### src/rtl/issue_scheduler_pkg.sv
// Shared encodings for the issue scheduler: opcodes, scheduler states, unit ids
// and the opcode decode that says which operands an instruction uses.
package issue_scheduler_pkg;

    localparam int unsigned LEN_REG_ADDR = 6;
    localparam int unsigned LEN_SB       = 64;

    localparam logic [6:0] OP_LUI    = 7'b0110111;
    localparam logic [6:0] OP_AUIPC  = 7'b0010111;
    localparam logic [6:0] OP_JAL    = 7'b1101111;
    localparam logic [6:0] OP_JALR   = 7'b1100111;
    localparam logic [6:0] OP_BRANCH = 7'b1100011;
    localparam logic [6:0] OP_MEML   = 7'b0000011;
    localparam logic [6:0] OP_MEMS   = 7'b0100011;
    localparam logic [6:0] OP_ALUI   = 7'b0010011;
    localparam logic [6:0] OP_ALU    = 7'b0110011;
    localparam logic [6:0] OP_FMEML  = 7'b0000111;
    localparam logic [6:0] OP_FMEMS  = 7'b0100111;
    localparam logic [6:0] OP_FPU    = 7'b1010011;
    localparam logic [6:0] OP_INPUT  = 7'b0001011;
    localparam logic [6:0] OP_OUTPUT = 7'b0101011;

    typedef enum logic [1:0] {S_RUN, S_WAIT_CTRL, S_WAIT_IO} sched_state_t;
    typedef enum logic [2:0] {U_NONE, U_ALU, U_FPU, U_MEM, U_CTRL, U_IO} unit_t;

    typedef struct packed {
        logic  legal;
        logic  use_rs1;
        logic  use_rs2;
        logic  use_rd;
        unit_t unit;
    } op_info_t;

    function automatic op_info_t decode_op(input logic [6:0] op);
        op_info_t info;
        info = '0;
        unique case (op)
            OP_ALU:             info = '{1'b1, 1'b1, 1'b1, 1'b1, U_ALU};
            OP_ALUI:            info = '{1'b1, 1'b1, 1'b0, 1'b1, U_ALU};
            OP_LUI, OP_AUIPC:   info = '{1'b1, 1'b0, 1'b0, 1'b1, U_ALU};
            OP_FPU:             info = '{1'b1, 1'b1, 1'b1, 1'b1, U_FPU};
            OP_MEML, OP_FMEML:  info = '{1'b1, 1'b1, 1'b0, 1'b1, U_MEM};
            OP_MEMS, OP_FMEMS:  info = '{1'b1, 1'b1, 1'b1, 1'b0, U_MEM};
            OP_JAL:             info = '{1'b1, 1'b0, 1'b0, 1'b1, U_CTRL};
            OP_JALR:            info = '{1'b1, 1'b1, 1'b0, 1'b1, U_CTRL};
            OP_BRANCH:          info = '{1'b1, 1'b1, 1'b1, 1'b0, U_CTRL};
            OP_INPUT:           info = '{1'b1, 1'b0, 1'b0, 1'b1, U_IO};
            OP_OUTPUT:          info = '{1'b1, 1'b1, 1'b0, 1'b0, U_IO};
            default:            info = '0;
        endcase
        return info;
    endfunction

endpackage

### src/rtl/issue_scheduler_if.sv
// Decode/issue/writeback bundle between the scheduler (slave) and its
// surrounding pipeline (master).
interface issue_scheduler_if
    import issue_scheduler_pkg::*;
#(
    parameter int unsigned NUM_WB = 2
);
    logic                         dec_valid;
    logic                         dec_ready;
    logic [6:0]                   dec_opecode;
    logic [LEN_REG_ADDR-1:0]      dec_a_rs1;
    logic [LEN_REG_ADDR-1:0]      dec_a_rs2;
    logic [LEN_REG_ADDR-1:0]      dec_a_rd;
    logic                         alu_ready, fpu_ready, mem_ready, ctrl_ready, io_ready;
    logic                         iss_alu, iss_fpu, iss_mem, iss_ctrl, iss_io;
    logic [NUM_WB-1:0]            wb_valid;
    logic [LEN_REG_ADDR*NUM_WB-1:0] wb_a_rd;
    logic                         mem_done, ctrl_done, io_done;
    logic                         stall;
    logic                         illegal_op;
    logic [LEN_SB-1:0]            busy_vec;

    modport slave (
        input  dec_valid, dec_opecode, dec_a_rs1, dec_a_rs2, dec_a_rd,
        input  alu_ready, fpu_ready, mem_ready, ctrl_ready, io_ready,
        input  wb_valid, wb_a_rd, mem_done, ctrl_done, io_done,
        output dec_ready, iss_alu, iss_fpu, iss_mem, iss_ctrl, iss_io,
        output stall, illegal_op, busy_vec
    );

    modport master (
        output dec_valid, dec_opecode, dec_a_rs1, dec_a_rs2, dec_a_rd,
        output alu_ready, fpu_ready, mem_ready, ctrl_ready, io_ready,
        output wb_valid, wb_a_rd, mem_done, ctrl_done, io_done,
        input  dec_ready, iss_alu, iss_fpu, iss_mem, iss_ctrl, iss_io,
        input  stall, illegal_op, busy_vec
    );
endinterface

### src/rtl/issue_scheduler_scoreboard.sv
// 64-entry register busy scoreboard: NUM_WB clear ports, one set port,
// three read ports. x0 is never busy; a same-cycle set beats any clear.
module reg_scoreboard
    import issue_scheduler_pkg::*;
#(
    parameter int unsigned NUM_WB = 2
) (
    input  logic                           clk,
    input  logic                           rstn,
    input  logic [NUM_WB-1:0]              clr_valid,
    input  logic [LEN_REG_ADDR*NUM_WB-1:0] clr_addr,
    input  logic                           set_valid,
    input  logic [LEN_REG_ADDR-1:0]        set_addr,
    input  logic [LEN_REG_ADDR-1:0]        rs1_addr,
    input  logic [LEN_REG_ADDR-1:0]        rs2_addr,
    input  logic [LEN_REG_ADDR-1:0]        rd_addr,
    output logic                           rs1_busy,
    output logic                           rs2_busy,
    output logic                           rd_busy,
    output logic [LEN_SB-1:0]              busy_vec
);
    logic [LEN_SB-1:0] busy_nxt;

    always_comb begin
        busy_nxt = busy_vec;
        for (int unsigned k = 0; k < NUM_WB; k++) begin
            if (clr_valid[k]) begin
                busy_nxt[clr_addr[LEN_REG_ADDR*k +: LEN_REG_ADDR]] = 1'b0;
            end
        end
        if (set_valid) begin
            busy_nxt[set_addr] = 1'b1;
        end
        busy_nxt[0] = 1'b0;
    end

    always_ff @(posedge clk or negedge rstn) begin
        if (!rstn) begin
            busy_vec <= '0;
        end else begin
            busy_vec <= busy_nxt;
        end
    end

    assign rs1_busy = (rs1_addr != '0) && busy_vec[rs1_addr];
    assign rs2_busy = (rs2_addr != '0) && busy_vec[rs2_addr];
    assign rd_busy  = (rd_addr  != '0) && busy_vec[rd_addr];

endmodule

### src/rtl/issue_scheduler.sv
// Issues one decoded instruction per cycle to a single execution unit, holding
// it on register hazards, serialised control/IO, or a full memory window.
module issue_scheduler
    import issue_scheduler_pkg::*;
#(
    parameter int unsigned NUM_WB  = 2,
    parameter int unsigned MAX_MEM = 4
) (
    input  logic              clk,
    input  logic              rstn,
    issue_scheduler_if.slave  bus
);
    sched_state_t state, state_nxt;
    logic [3:0]   mem_cnt;
    logic         illegal_q;
    op_info_t     info;
    logic         rs1_busy, rs2_busy, rd_busy;
    logic         hazard, unit_ready, extra, run, fire, drop;
    logic [LEN_SB-1:0] busy_vec;

    assign info = decode_op(bus.dec_opecode);
    // Gated by rstn so every handshake output is quiet while reset is held.
    assign run  = rstn && (state == S_RUN);

    reg_scoreboard #(.NUM_WB(NUM_WB)) u_scoreboard (
        .clk       (clk),
        .rstn      (rstn),
        .clr_valid (bus.wb_valid),
        .clr_addr  (bus.wb_a_rd),
        .set_valid (fire && info.use_rd),
        .set_addr  (bus.dec_a_rd),
        .rs1_addr  (bus.dec_a_rs1),
        .rs2_addr  (bus.dec_a_rs2),
        .rd_addr   (bus.dec_a_rd),
        .rs1_busy  (rs1_busy),
        .rs2_busy  (rs2_busy),
        .rd_busy   (rd_busy),
        .busy_vec  (busy_vec)
    );

    always_comb begin
        hazard = (info.use_rs1 && rs1_busy) || (info.use_rs2 && rs2_busy) ||
                 (info.use_rd && rd_busy);
        unit_ready = 1'b0;
        extra      = 1'b1;
        unique case (info.unit)
            U_ALU:  unit_ready = bus.alu_ready;
            U_FPU:  unit_ready = bus.fpu_ready;
            U_MEM:  begin
                unit_ready = bus.mem_ready;
                extra      = mem_cnt < 4'(MAX_MEM);
            end
            U_CTRL: unit_ready = bus.ctrl_ready;
            U_IO:   begin
                unit_ready = bus.io_ready;
                extra      = (busy_vec == '0) && (mem_cnt == '0);
            end
            default: unit_ready = 1'b0;
        endcase
        fire = bus.dec_valid && run && info.legal && !hazard && unit_ready && extra;
        drop = bus.dec_valid && run && !info.legal;
    end

    assign bus.dec_ready  = fire || drop;
    assign bus.iss_alu    = fire && (info.unit == U_ALU);
    assign bus.iss_fpu    = fire && (info.unit == U_FPU);
    assign bus.iss_mem    = fire && (info.unit == U_MEM);
    assign bus.iss_ctrl   = fire && (info.unit == U_CTRL);
    assign bus.iss_io     = fire && (info.unit == U_IO);
    assign bus.stall      = rstn && bus.dec_valid && !bus.dec_ready;
    assign bus.illegal_op = illegal_q;
    assign bus.busy_vec   = busy_vec;

    always_comb begin
        state_nxt = state;
        unique case (state)
            S_RUN: begin
                if (fire && info.unit == U_CTRL)    state_nxt = S_WAIT_CTRL;
                else if (fire && info.unit == U_IO) state_nxt = S_WAIT_IO;
            end
            S_WAIT_CTRL: if (bus.ctrl_done) state_nxt = S_RUN;
            S_WAIT_IO:   if (bus.io_done)   state_nxt = S_RUN;
            default:     state_nxt = S_RUN;
        endcase
    end

    always_ff @(posedge clk or negedge rstn) begin
        if (!rstn) begin
            state     <= S_RUN;
            mem_cnt   <= '0;
            illegal_q <= 1'b0;
        end else begin
            state     <= state_nxt;
            illegal_q <= drop;
            // A retire at zero is spurious and must not wrap the counter.
            if (bus.iss_mem && !(bus.mem_done && mem_cnt != '0)) begin
                mem_cnt <= mem_cnt + 4'd1;
            end else if (!bus.iss_mem && bus.mem_done && mem_cnt != '0) begin
                mem_cnt <= mem_cnt - 4'd1;
            end
        end
    end

endmodule

### src/flat_wrapper.sv
// flat-port wrapper written by rule: the top's interface ports become plain ports
module issue_scheduler_flat import issue_scheduler_pkg::*;
#(
    parameter int unsigned NUM_WB  = 2,
    parameter int unsigned MAX_MEM = 4
)
  (clk, rstn, bus_dec_valid, bus_dec_opecode, bus_dec_a_rs1, bus_dec_a_rs2, bus_dec_a_rd, bus_alu_ready, bus_fpu_ready, bus_mem_ready, bus_ctrl_ready, bus_io_ready, bus_wb_valid, bus_wb_a_rd, bus_mem_done, bus_ctrl_done, bus_io_done, bus_dec_ready, bus_iss_alu, bus_iss_fpu, bus_iss_mem, bus_iss_ctrl, bus_iss_io, bus_stall, bus_illegal_op, bus_busy_vec);
  issue_scheduler_if #(.NUM_WB(NUM_WB)) bus_i ();
  input  logic clk;
  input  logic rstn;
  input wire logic [$bits(bus_i.dec_valid)-1:0] bus_dec_valid;
  input wire logic [$bits(bus_i.dec_opecode)-1:0] bus_dec_opecode;
  input wire logic [$bits(bus_i.dec_a_rs1)-1:0] bus_dec_a_rs1;
  input wire logic [$bits(bus_i.dec_a_rs2)-1:0] bus_dec_a_rs2;
  input wire logic [$bits(bus_i.dec_a_rd)-1:0] bus_dec_a_rd;
  input wire logic [$bits(bus_i.alu_ready)-1:0] bus_alu_ready;
  input wire logic [$bits(bus_i.fpu_ready)-1:0] bus_fpu_ready;
  input wire logic [$bits(bus_i.mem_ready)-1:0] bus_mem_ready;
  input wire logic [$bits(bus_i.ctrl_ready)-1:0] bus_ctrl_ready;
  input wire logic [$bits(bus_i.io_ready)-1:0] bus_io_ready;
  input wire logic [$bits(bus_i.wb_valid)-1:0] bus_wb_valid;
  input wire logic [$bits(bus_i.wb_a_rd)-1:0] bus_wb_a_rd;
  input wire logic [$bits(bus_i.mem_done)-1:0] bus_mem_done;
  input wire logic [$bits(bus_i.ctrl_done)-1:0] bus_ctrl_done;
  input wire logic [$bits(bus_i.io_done)-1:0] bus_io_done;
  output wire logic [$bits(bus_i.dec_ready)-1:0] bus_dec_ready;
  output wire logic [$bits(bus_i.iss_alu)-1:0] bus_iss_alu;
  output wire logic [$bits(bus_i.iss_fpu)-1:0] bus_iss_fpu;
  output wire logic [$bits(bus_i.iss_mem)-1:0] bus_iss_mem;
  output wire logic [$bits(bus_i.iss_ctrl)-1:0] bus_iss_ctrl;
  output wire logic [$bits(bus_i.iss_io)-1:0] bus_iss_io;
  output wire logic [$bits(bus_i.stall)-1:0] bus_stall;
  output wire logic [$bits(bus_i.illegal_op)-1:0] bus_illegal_op;
  output wire logic [$bits(bus_i.busy_vec)-1:0] bus_busy_vec;
  assign bus_i.dec_valid = bus_dec_valid;
  assign bus_i.dec_opecode = bus_dec_opecode;
  assign bus_i.dec_a_rs1 = bus_dec_a_rs1;
  assign bus_i.dec_a_rs2 = bus_dec_a_rs2;
  assign bus_i.dec_a_rd = bus_dec_a_rd;
  assign bus_i.alu_ready = bus_alu_ready;
  assign bus_i.fpu_ready = bus_fpu_ready;
  assign bus_i.mem_ready = bus_mem_ready;
  assign bus_i.ctrl_ready = bus_ctrl_ready;
  assign bus_i.io_ready = bus_io_ready;
  assign bus_i.wb_valid = bus_wb_valid;
  assign bus_i.wb_a_rd = bus_wb_a_rd;
  assign bus_i.mem_done = bus_mem_done;
  assign bus_i.ctrl_done = bus_ctrl_done;
  assign bus_i.io_done = bus_io_done;
  assign bus_dec_ready = bus_i.dec_ready;
  assign bus_iss_alu = bus_i.iss_alu;
  assign bus_iss_fpu = bus_i.iss_fpu;
  assign bus_iss_mem = bus_i.iss_mem;
  assign bus_iss_ctrl = bus_i.iss_ctrl;
  assign bus_iss_io = bus_i.iss_io;
  assign bus_stall = bus_i.stall;
  assign bus_illegal_op = bus_i.illegal_op;
  assign bus_busy_vec = bus_i.busy_vec;
  issue_scheduler #(.NUM_WB(NUM_WB), .MAX_MEM(MAX_MEM)) u_core (.clk(clk), .rstn(rstn), .bus(bus_i));
endmodule
### config.mk
export PLATFORM = sky130hd
export DESIGN_NAME = issue_scheduler_flat
export DESIGN_NICKNAME = d
export VERILOG_FILES = /design/src/rtl/issue_scheduler_pkg.sv /design/src/rtl/issue_scheduler_if.sv /design/src/rtl/issue_scheduler_scoreboard.sv /design/src/rtl/issue_scheduler.sv /design/src/flat_wrapper.sv
export SDC_FILE = /design/constraint.sdc
export NUM_CORES = 1
export LEC_CHECK = 0
export ABC_AREA = 1
export CAP_MARGIN = 25
export CORE_MARGIN = 1.5
export CORE_UTILIZATION = 48
export CTS_BUF_LIST = sky130_fd_sc_hd__clkbuf_8
export DETAILED_ROUTE_END_ITERATION = 10
export PLACE_DENSITY = 0.76
export SYNTH_ARGS = -nofsm -noshare
export SYNTH_HDL_FRONTEND = slang
export SYNTH_SLANG_ARGS = --single-unit
### constraint.sdc
create_clock -name clk -period 3.57 [get_ports clk]
set_clock_uncertainty 0.2 [all_clocks]
set_input_delay 0.714 -clock clk [delete_from_list [all_inputs] [get_ports clk]]
set_output_delay 0.714 -clock clk [all_outputs]
set_load 0.01 [all_outputs]
==> results of run 1 <==
## how the worst max path moves through the flow
stage                       startpoint           endpoint  slack [ps]
floorplan              bus_dec_a_rd[0]  u_core.mem_cnt[3]         120
global placement      bus_dec_a_rs1[0]          bus_stall        -820
finish                bus_dec_a_rs2[1]          bus_stall          70
detailed placement    bus_dec_a_rs1[0]          bus_stall        -820
global route          bus_dec_a_rs2[1]          bus_stall         -50
CTS                 bus_dec_opecode[2]          bus_stall         -40
## state kept, by name (all words and copies together) (netlist names)
signal and count:
u_core.u_scoreboard.busy_vec 63, u_core.mem_cnt 4, u_core.state 2, u_core.bus.illegal_op 1
## worst register-to-register path, cell delays in order, from the launching register on
cell and delay (ps):
dfrtp_1 490, inv_1 240, nand3_1 120, nor2_1 240, nand2_1 90, nor2_1 90, nand4_1 160, nand2_1 100
nand4_1 100, nor2_2 150, inv_2 70, nor2_2 90, buf_4 110, nand2_1 120, ha_1 330, a31oi_2 210
inv_1 60, nand2_1 80, nand2_1 50, nand2_1 50, nand2_1 50
## kinds of logic (layout without fill, tap and decap cells)
kind of cell	after synthesis	count (layout)	share of synthesized area
AND/OR/NAND/NOR	698	698	0.434
AO/OA/AOI/OAI	206	206	0.196
buffers and inverters	157	390	0.101
flip-flops	70	70	0.260
adder cells (fa/ha/maj)	3	3	0.00669
other	1	1	0.000557
XOR/XNOR	1	1	0.00130
## stage by stage
stage               hold WS (ps)  instance area (sq um)  worst slack, ps  std cells  TNS (ps)
floorplan                    218                   6730              116       1136         0
global placement             253                   9000             -825       1526     -8060
finish                      39.2                   9540             74.4       1549         0
global route                39.9                   9540            -48.0       1549     -48.0
CTS                          282                   9360            -43.4       1544     -43.4
detailed placement           265                   9000             -817       1526     -7040
## report_power, final
group	total, W	internal, W	switching [W]
logic	0.00181	0.000787	0.00102
clock network	0.000899	0.000554	0.000344
registers	0.00124	0.000967	0.000275
total	0.00395	0.00231	0.00164
## timing repair
item | 4_1_cts | 5_1_grt
cloned | 0 | 2
resized for setup | 79 | 48
pin swaps | 14 | 20
buffers inserted | 2 | 2
setup endpoints to repair | 10 | 9
## per-layer routing
metal / vias up / routed length (um) / GRT usage
li1: 4158 / - / -
met1: 4071 / 12000 / 0.562
met2: 685 / 13200 / 0.627
met3: 132 / 4230 / 0.120
met4: 0 / 1670 / 0.213
met5: - / 0 / 0
## area by class of cell
type / count / share of cell area
clock buffer: 10 / 0.0144
clock inverter: 6 / 0.0139
inverter: 117 / 0.0475
multi-input combinational: 909 / 0.467
sequential: 70 / 0.184
tap: 180 / 0.0236
timing repair buffer: 257 / 0.250
## synthesized netlist by cell type (2+ instances only)
library cell,count
ha_1,2
buf_2,17
o21ai_2,60
buf_6,8
o211ai_1,11
nor3_2,6
clkinv_1,4
clkbuf_1,10
nor4_1,9
buf_4,3
nand4_1,15
nand2_2,2
nor2_1,51
inv_2,2
o21ai_0,64
nand3_1,91
dfrtp_1,70
or2_2,2
nand2_1,477
a21oi_1,61
inv_1,111
a221o_1,5
nor3_1,39
==> results.yml, run 1 <==
run_status:
  outcome: "completed"
synth:
  synth_nets: 1189
  ys_warn_count: 0
  synth-seq-cells: 70
  yosysTopAreaCell: "nand2_1"
  syn_inst: 1136
  synth_edf_count: 0
  yosysTopAreaCellShare: 0.266
  yosysUniqueCellTypes: 39
  synth.avg_cell_area_sq_um: 5.93
  synthFlopType: "dfrtp_1"
  async_reset_ff_frac: 1.00
  syn_area_sq_um: 6730
  synth.area.top_cells: "nand2_1 27%, dfrtp_1 26%, o21ai_2 7.8%"
  seq_area_frac_synth: 0.260
floorplanning:
  core-area_sq_um: 13800
  rows: 43
  die_x_um: 121
  start_util: 0.489
  die_area_sq_um: 14700
  die_y_um: 121
  num_io_pins: 122
power_and_ir_drop:
  powerDensity_nw_per_um2: 414
  ir_drop_v: 0.000265
  total_power_w: 0.00395
  p_leak_nw: 4.59
route:
  num_vias: 9046
  antenna_left: 0
  vias_per_cell: 5.84
  drt_first_iter_violations: 1175
  routed_wl_mm: 31.1
  drc: 0
  avgRoutedWirePerCell_um: 20.1
  dr.pass1.iters: 6
global_route:
  grt_pass1_vias: 8307
  grt_max_degree: 71
  antenna_found_initial: 0
  grt_pass1_wl_mm: 46.5
  grt_use_total: 0.423
  gr-total-overflow: 0
critical_path:
  worstPathRequired_ps: 2660
  slowest_delay_ps: 250
  rrSetupSlack_ps: 270
  arrival_ps: 2580
  reg2reg_depth: 20
  worst-path-stages: 16
  startpoint_type: "input port"
  critPathKind: "input port to output port"
  cpMaxStageDelayCell: "dlygate4sd2_1"
  r2r_end: "u_core.mem_cnt[3]"
  worst_path_dominant_cell_family: "simple AND/OR/NAND/NOR gates"
  worstPathCellList: "dlygate4sd2_1 > buf_4 > nor2_2 > buf_6 > a21oi_2 > nand3_2 > nand3_1 > nand2_1 > nand2_1 > nor2_2 > nand2_2 > nand3_2 > nor2_4 > or2_1 > nor3_1 > buf_2"
  setup.worst_path.end_class: "output port"
  reg2reg_from: "u_core.u_scoreboard.busy_vec[36]"
  crit_buf_inv: 4
  crit_fanout: 7
placed_design:
  gp_congestion: 1.11
  portBuffers: 120
  dp.final_hpwl_mm: 22.9
clock_tree:
  clk_pin_slew_worst_paths_ps: 80
  cts_hold_buf: 0
  root_buffer: "clkbuf_8"
  cts_tree: "built"
  cts_buffer_depth: 2
  cts_inserted_buffers: 9
  cts_sinks: 70
  htree_num_levels: 3
  clk_latency_ps: 380
timing:
  setup_viol: 0
  layout_min_cycle_time_ps: 3500
  grt_setup_unrepaired: "true"
  period_share: 0.979
  worst_pin_slew_ps: 834
  max_freq_mhz: 286
  hold_viol_final: 0
  relSlewSlack: 0.440
  drv_slew: 0
final_layout:
  area_delta_synth_final_pct: 41.7
  final_common_cell: "nand2_1"
  n_antenna_cell: 0
  most-common-layout-cells: "473 x nand2_1, 117 x buf_4, 101 x inv_1, 91 x clkdlybuf4s50_1, 88 x nand3_1"
  drive_above_1_share: 0.207
  multi_input_area_sq_um: 4460
  layout.nets: 1417
  area.sequential_sq_um: 1750
  n_fill_cell: 1298
  final_core_util: 0.692
run:
  drv_cap: 0
worst_hold_path:
  hold_class: "input port to asynchronous set/reset pin"
Note: power is estimated with default switching activity, not from simulation.
==> inputs of run 2 (changes only) <==
--- a/config.mk
+++ b/config.mk
@@ -7,11 +7,13 @@
 export LEC_CHECK = 0
 export ABC_AREA = 1
 export CAP_MARGIN = 25
+export CORE_ASPECT_RATIO = 1.25
 export CORE_MARGIN = 1.5
 export CORE_UTILIZATION = 48
 export CTS_BUF_LIST = sky130_fd_sc_hd__clkbuf_8
 export DETAILED_ROUTE_END_ITERATION = 10
 export PLACE_DENSITY = 0.76
+export SLEW_MARGIN = 20
 export SYNTH_ARGS = -nofsm -noshare
 export SYNTH_HDL_FRONTEND = slang
 export SYNTH_SLANG_ARGS = --single-unit
==> results.yml, run 2 (synthesized netlist as in run 1, its figures left out) <==
critical_path:
  reg2reg_depth: 19
  reg2reg_from: "u_core.u_scoreboard.busy_vec[19]"
  worstPathRequired_ps: 2660
  crit_buf_inv: 6
  slowest_delay_ps: 260
  critPathKind: "input port to output port"
  arrival_ps: 2630
  worstSetupStartpoint: "bus_dec_opecode[4]"
  r2r_end: "u_core.mem_cnt[2]"
  cpMaxStageDelayCell: "dlygate4sd2_1"
  worst-path-stages: 14
  worst_path_dominant_cell_family: "simple AND/OR/NAND/NOR gates"
  rrSetupSlack_ps: 220
  startpoint_type: "input port"
  worstPathCellList: "dlygate4sd2_1 > nor2_2 > buf_4 > nand3_2 > and2_4 > inv_1 > nand2_1 > nand4_1 > nand3_2 > nor2_4 > buf_4 > inv_4 > nor2_2 > buf_2"
  setup.worst_path.end_class: "output port"
  crit_fanout: 5
floorplanning:
  rows: 48
  core-area_sq_um: 13800
  die_x_um: 109
  num_io_pins: 122
  die_area_sq_um: 14700
  die_y_um: 135
  start_util: 0.489
clock_tree:
  root_buffer: "clkbuf_8"
  cts_buffer_depth: 2
  cts_tree: "built"
  clk_latency_ps: 370
  clk_pin_slew_worst_paths_ps: 80
  cts_inserted_buffers: 9
  htree_num_levels: 3
  cts_sinks: 70
route:
  drc: 0
  dr.pass1.iters: 6
  drt_first_iter_violations: 1195
  routed_wl_mm: 31.7
  antenna_left: 0
  num_vias: 9115
  vias_per_cell: 5.84
  avgRoutedWirePerCell_um: 20.3
final_layout:
  stdcell_count: 1560
  final_core_util: 0.704
  reg_top3: "u_core.u_scoreboard.busy_vec: 63 flops, u_core.mem_cnt: 4 flops, u_core.state: 2 flops"
  largest_reg_flops: 63
  largest_register: "u_core.u_scoreboard.busy_vec"
  most-common-layout-cells: "461 x nand2_1, 129 x buf_4, 99 x inv_1, 91 x clkdlybuf4s50_1, 75 x nand3_1"
  drive_above_1_share: 0.241
  final_common_cell: "nand2_1"
  n_antenna_cell: 0
  layout.nets: 1433
  area_delta_synth_final_pct: 43.8
  final_cell_area_sq_um: 9680
placed_design:
  dp.final_hpwl_mm: 23.2
  portBuffers: 120
  dpl-instance-area_sq_um: 9050
  placed_cells: 1525
  gp_congestion: 1.06
timing:
  max_freq_mhz: 282
  relSlewSlack: 0.441
  drv_slew: 0
  layout_min_cycle_time_ps: 3550
  period_share: 0.993
  worst_pin_slew_ps: 832
  setup_viol: 0
  holdWs_ps: 285
  hold_viol_final: 0
power_and_ir_drop:
  ir_drop_v: 0.000363
  p_leak_nw: 4.66
  powerDensity_nw_per_um2: 376
global_route:
  grt_use_total: 0.423
  antenna_found_initial: 0
  gr-total-overflow: 0
  grt_pass1_wl_mm: 46.0
  grt_max_degree: 41
  grt_pass1_vias: 8544
run:
  drv_cap: 0
worst_hold_path:
  min_from: "u_core.state[0]"
  hold_class: "flip-flop to flip-flop"
  holdPathEnd: "u_core.state[1]"
  worstHoldPathCells: 1
run_status:
  outcome: "completed"
[run 2: cell count changes in the layout (fill, tap and decap cells not counted), sizes merged]
cell           delta
clkbuf            +4
dlymetal6s2s      -3
bufinv            -4
inv               -1
clkdlybuf4s15     +2
clkinv            +6
dlygate4sd2       -6
buf              +18
[run 2: where the power goes]
group          switching, W  total, W  internal (W)
sequential         0.000249   0.00122      0.000968
clock              0.000339  0.000592      0.000253
combinational       0.00104   0.00183      0.000797
total               0.00162   0.00364       0.00202
[run 2: layer usage]
layer,track usage,share of wire,vias up
li1,-,-,4199
met1,0.496,0.36,4065
met2,0.660,0.45,662
met3,0.119,0.12,189
met4,0.296,0.075,0
met5,0,0,-
[run 2: cell type report]
type / count / area [sq um]
multi-input cells: 909 / 4600
fillers: 1229 / 4080
flip-flops and latches: 70 / 1750
clock inverters: 7 / 48.8
clock buffers: 9 / 124
well taps: 175 / 219
inverters: 117 / 445
repair buffers: 273 / 2490
[run 2: worst reg2reg max path: cells and delay by family (launching register included)]
family | cells | cell delay (ps)
adders and majority gates | 1 | 370
AOI/OAI and AO/OA | 1 | 70
buffers and inverters | 5 | 610
DFF | 1 | 410
xor gates and xnor gates | 1 | 150
and+or+nand+nor | 11 | 1430
[run 2: what timing repair did]
action | CTS | global route
pin swaps | 22 | 39
resized for setup | 94 | 98
setup buffers | 12 | 4
hold buffers | 0 | 0
endpoints found under the setup margin | 10 | 10
gates cloned | 1 | 2
[run 2: worst max-delay path by stage]
| stage | to |
|---|---|
| detailed placement | bus_iss_mem |
| finish | bus_iss_mem |
| global route | bus_iss_mem |
| CTS | bus_iss_fpu |
| global placement | bus_iss_mem |
| floorplan | u_core.mem_cnt[3] |
[run 2: metrics by stage]
step	setup TNS (ps)	setup slack (ps)	total power [W]
floorplan	0	116	0.00206
global placement	-6290	-720	0.00291
detailed placement	-6560	-737	0.00293
CTS	0	0.0346	0.00354
global route	-448	-93.6	0.00385
finish	0	24.0	0.00364
